--- src/rtl/arbiter_pkg.sv ---
// Shared types for the round-robin arbiter.
// Holds the ownership states and the hold-counter width.
package arbiter_pkg;

    typedef enum logic {
        IDLE = 1'b0,
        BUSY = 1'b1
    } state_e;

    localparam int HOLD_W = 8;

endpackage

--- src/rtl/encoder.sv ---
// One-hot to binary encoder.
// An all-zero input yields index 0.
module encoder #(
    parameter int OUT_SIZE = 4,
    localparam int IN_SIZE = 1 << OUT_SIZE
) (
    input  logic [IN_SIZE-1:0]  oh_i,
    output logic [OUT_SIZE-1:0] bin_o
);

    always_comb begin
        bin_o = '0;
        for (int i = 0; i < IN_SIZE; i++) begin
            if (oh_i[i]) begin
                bin_o = bin_o | OUT_SIZE'(i);
            end
        end
    end

endmodule

--- src/rtl/rr_arbiter.sv ---
// Round-robin arbiter with registered one-hot grant.
// An owner keeps the grant until it drops req or its hold budget runs out.
module rr_arbiter
    import arbiter_pkg::*;
#(
    parameter int OUT_SIZE = 4,
    parameter int MAX_HOLD = 8,
    localparam int IN_SIZE = 1 << OUT_SIZE
) (
    input  logic                clk,
    input  logic                rst,
    input  logic [IN_SIZE-1:0]  req,
    output logic [IN_SIZE-1:0]  grant,
    output logic                grant_valid,
    output logic [OUT_SIZE-1:0] grant_idx
);

    state_e              state_q, state_d;
    logic [IN_SIZE-1:0]  grant_q, grant_d;
    logic [OUT_SIZE-1:0] ptr_q, ptr_d;
    logic [HOLD_W-1:0]   hold_q, hold_d;

    logic [IN_SIZE-1:0]  others;
    logic                owner_req;
    logic                hand_off;
    logic [OUT_SIZE-1:0] win;

    // First set bit at or above p, wrapping past the top index.
    function automatic logic [OUT_SIZE-1:0] rr_pick(
        input logic [IN_SIZE-1:0]  r,
        input logic [OUT_SIZE-1:0] p
    );
        logic [OUT_SIZE-1:0] idx;
        logic                found;
        rr_pick = '0;
        found   = 1'b0;
        for (int i = 0; i < IN_SIZE; i++) begin
            idx = p + OUT_SIZE'(i);
            if (!found && r[idx]) begin
                rr_pick = idx;
                found   = 1'b1;
            end
        end
    endfunction

    always_comb begin
        state_d   = state_q;
        grant_d   = grant_q;
        ptr_d     = ptr_q;
        hold_d    = hold_q;
        hand_off  = 1'b0;
        win       = '0;
        // Owner bit masked; in IDLE grant_q is zero so this is just req.
        others    = req & ~grant_q;
        owner_req = |(req & grant_q);

        unique case (state_q)
            IDLE: begin
                if (|req) begin
                    hand_off = 1'b1;
                end
            end
            BUSY: begin
                if (!owner_req) begin
                    if (|others) begin
                        hand_off = 1'b1;
                    end else begin
                        grant_d = '0;
                        hold_d  = '0;
                        state_d = IDLE;
                    end
                end else if (|others) begin
                    if (hold_q == HOLD_W'(MAX_HOLD)) begin
                        hand_off = 1'b1;
                    end else begin
                        hold_d = hold_q + 1'b1;
                    end
                end
            end
            default: begin
                state_d = IDLE;
            end
        endcase

        if (hand_off) begin
            win     = rr_pick(others, ptr_q);
            grant_d = {{(IN_SIZE-1){1'b0}}, 1'b1} << win;
            ptr_d   = win + 1'b1;
            hold_d  = '0;
            state_d = BUSY;
        end
    end

    always_ff @(posedge clk) begin
        if (rst) begin
            state_q <= IDLE;
            grant_q <= '0;
            ptr_q   <= '0;
            hold_q  <= '0;
        end else begin
            state_q <= state_d;
            grant_q <= grant_d;
            ptr_q   <= ptr_d;
            hold_q  <= hold_d;
        end
    end

    assign grant       = grant_q;
    assign grant_valid = |grant_q;

    encoder #(
        .OUT_SIZE (OUT_SIZE)
    ) u_encoder (
        .oh_i  (grant_q),
        .bin_o (grant_idx)
    );

endmodule

--- config.mk ---
export PLATFORM = sky130hd
export DESIGN_NAME = rr_arbiter
export DESIGN_NICKNAME = d
export VERILOG_FILES = /design/src/rtl/arbiter_pkg.sv /design/src/rtl/encoder.sv /design/src/rtl/rr_arbiter.sv
export SDC_FILE = /design/constraint.sdc
export NUM_CORES = 1
export LEC_CHECK = 0
export BUFFER_PORTS_ARGS = -buffer_cell sky130_fd_sc_hd__buf_2
export CORE_UTILIZATION = 40
export DETAILED_ROUTE_END_ITERATION = 12
export PLACE_DENSITY = 0.58
export SETUP_SLACK_MARGIN = 0.02
export SYNTH_ARGS = -nofsm -noshare
export SYNTH_HDL_FRONTEND = slang
export SYNTH_HIERARCHICAL = 1
export SYNTH_SLANG_ARGS = --single-unit
--- constraint.sdc ---
create_clock -name clk -period 13.65 [get_ports clk]
set_clock_uncertainty 0.05 [all_clocks]
set_input_delay 2.73 -clock clk [delete_from_list [all_inputs] [get_ports clk]]
set_output_delay 2.73 -clock clk [all_outputs]
set_load 0.1 [all_outputs]
==> flow_summary.json <==
{
  "status": "finished clean",
  "core-area_sq_um": 9950,
  "routabilityCongestion": 0.937,
  "post-place-ws_ns": 6.95,
  "ys_seq_elements": 29,
  "grt_overflow_total": 0,
  "grt_max_degree": 41,
  "ys_seq_area_frac": 0.139,
  "antenna_found_initial": 0,
  "drtPass1Iterations": 7,
  "antenna_cells": 0,
  "worst-path-buf-inv": 1,
  "synth-main-ff-cell": "dfxtp_1",
  "cp.required_ns": 13.77,
  "setup_tns_ns": 0,
  "min_from": "hold_q[7]",
  "hpwl_mm": 10.7,
  "drt_iter0_markers": 435,
  "min_period_ns": 6.45,
  "drive_gt1_frac": 0.218,
  "synth_edf_count": 0,
  "initial_utilization": 0.421,
  "slew_headroom": 0.244,
  "yosysWarnings": 6,
  "regToRegStartpoint": "ptr_q[2]",
  "vias": 4197,
  "start_kind": "input port",
  "grt_setup_unrepaired": "false",
  "worstSetupStartpoint": "req[11]",
  "r2r_slack_ns": 8.08,
  "layoutNonFillerInstCount": 634,
  "die_width_microns": 104,
  "postCtsSetupRepairBufs": 0,
  "whs_ns": 0.469,
  "clkSlewWorstSetupHoldPaths_ns": 0.06,
  "critPathSlowestCell": "or4_1",
  "mappedNetlistArea_sq_um": 4190,
  "clock_sinks": 29,
  "htreeDepth": 2,
  "io_buffers": 38,
  "grt_pass1_vias": 3965,
  "cts_resized": 0,
  "layout_setup_ws_ns": 7.20,
  "max_stage_delay_ns": 0.69,
  "cts_root_buf": "clkbuf_8",
  "async_flop_share": 0,
  "hold_viol": 0,
  "holdPathStages": 2,
  "fin_nets": 528,
  "post-route-period-util": 0.473,
  "placed_cells": 626,
  "setup_violations": 0,
  "ios": 39,
  "netlist_instances": 474,
  "wl_mm": 13.9,
  "route.antenna.remaining_nets": 0,
  "drcViolationCount": 0,
  "cp.arrival_ns": 6.58,
  "wire_per_inst_microns": 21.9,
  "cp_cell_sequence": "buf_2 -> nor2b_1 -> mux4_2 -> a22oi_1 -> and4bb_1 -> nand3_1 -> or4_1 -> or4_4 -> o211ai_2 -> o211a_1 -> ha_1 -> a21oi_1 -> nor2_1",
  "grt_util_all_layers": 0.258,
  "tightest_slew_ns": 1.13,
  "syn2layout_area_growth_pct": 8.07,
  "syn_nets": 502,
  "path_max_fanout": 9,
  "cts_hold_buf": 0,
  "drv_slew": 0,
  "hp-class": "flop to flop",
  "path_class": "input port to flop",
  "timing.fmax_mhz": 155,
  "r2r_end": "ptr_q[2]",
  "yosysUniqueCellTypes": 74,
  "worst_setup_path_end_kind": "flop",
  "crit_family": "simple AND/OR/NAND/NOR gates",
  "clk_path_buf_depth": 2,
  "fp.dieArea_sq_um": 10900,
  "dieHeight_microns": 104,
  "maxCapViolations": 0,
  "r2r_cells": 14,
  "holdPathEnd": "hold_q[7]",
  "grt_first_pass_wirelength_mm": 22.2,
  "numCtsBuffers": 5,
  "viasPerCell": 6.62,
  "syn_area_per_cell_sq_um": 8.83,
  "num_rows": 36,
  "cts_tree": "built",
  "clk-insertion-delay-late_ns": 0.29
}
[stage by stage]
step                instance area [sq um]   util
floorplan                            4190      -
global placement                     4440  0.446
detailed placement                   4440  0.446
CTS                                  4530  0.455
global route                         4530  0.455
finish                               4530  0.455
[cells in the final DEF, fill, tap and decap left out, drive strengths merged, types with 10 or more instances in the layout]
cell type | synthesis | final
buf | 16 | 42
nor2 | 41 | 41
mux4 | 37 | 37
nand2 | 33 | 33
dfxtp | 29 | 29
a21oi | 23 | 23
nand2b | 23 | 23
nor2b | 21 | 21
mux2i | 19 | 19
a22o | 18 | 18
nand3 | 13 | 13
nor4 | 13 | 13
xnor2 | 12 | 12
o21ai | 12 | 12
ha | 10 | 10
inv | 10 | 10
[worst max-delay path by stage]
stage | endpoint | slack, ns | depth (start not counted)
after floorplan | ptr_q[2] | 7.44 | 14
after global placement | ptr_q[2] | 6.96 | 13
after detailed placement | ptr_q[2] | 6.95 | 13
after CTS | ptr_q[2] | 7.25 | 13
after global routing | ptr_q[2] | 6.97 | 13
final | ptr_q[2] | 7.20 | 13
[area by class of cell]
type,count,area (sq um)
fill,986,5430
multi-input combinational,412,3430
sequential,29,582
clock buffer,5,68.8
timing repair buffer,42,220
inverter,10,37.5
tap,133,166
clock inverter,3,17.5
[cells by family (layout without fill, tap and decap cells)]
kind of cell               after synthesis  in the layout  share of synthesized area
DFF                                     29             29                      0.139
adders and majority gates               10             10                     0.0299
and+or+nand+nor                        190            190                      0.246
xor gates and xnor gates                20             20                     0.0454
muxes                                   62             62                      0.264
buffers and inverters                   33             60                     0.0415
AOI/OAI and AO/OA                      130            130                      0.235
[per-layer routing]
layer | GRT usage | vias up | part of all wire
met1 | 0.361 | 2024 | 0.43
met5 | 0 | - | 0
met3 | 0.0407 | 23 | 0.096
li1 | - | 1924 | -
met2 | 0.409 | 226 | 0.46
met4 | 0.0684 | 0 | 0.017
[worst register-to-register path: cells and delay by family (launching register included)]
family	cells	cell delay, ns
DFF	1	0.30
AOI/OAI and AO/OA	5	1.27
buffers and inverters	2	0.69
adders and majority gates	2	1.29
muxes	1	0.49
and+or+nand+nor	4	1.37
[synth_stat cells, types with 8 or more instances]
master | n | share of area
a21oi_1 | 23 | 0.027
a22o_1 | 18 | 0.038
a22oi_1 | 8 | 0.014
and2_1 | 9 | 0.013
dfxtp_1 | 29 | 0.14
ha_1 | 10 | 0.030
inv_1 | 8 | 0.0072
mux2i_1 | 18 | 0.043
mux4_2 | 37 | 0.20
nand2_1 | 33 | 0.030
nand2b_1 | 23 | 0.034
nand3_1 | 13 | 0.016
nor2_1 | 41 | 0.037
nor2b_1 | 21 | 0.031
nor3_1 | 9 | 0.011
nor4_1 | 12 | 0.018
o21ai_0 | 10 | 0.012
xnor2_1 | 10 | 0.021
xor2_1 | 8 | 0.017
[registers in the layout, summed over array words and instances (netlist names)]
| register | cells |
|---|---|
| grant | 16 |
| hold_q | 8 |
| ptr_q | 4 |
| state_q | 1 |
Power is left out: the tool's default activity adds up to more than one toggle a clock period on the data nets, which glitch-free logic cannot reach.
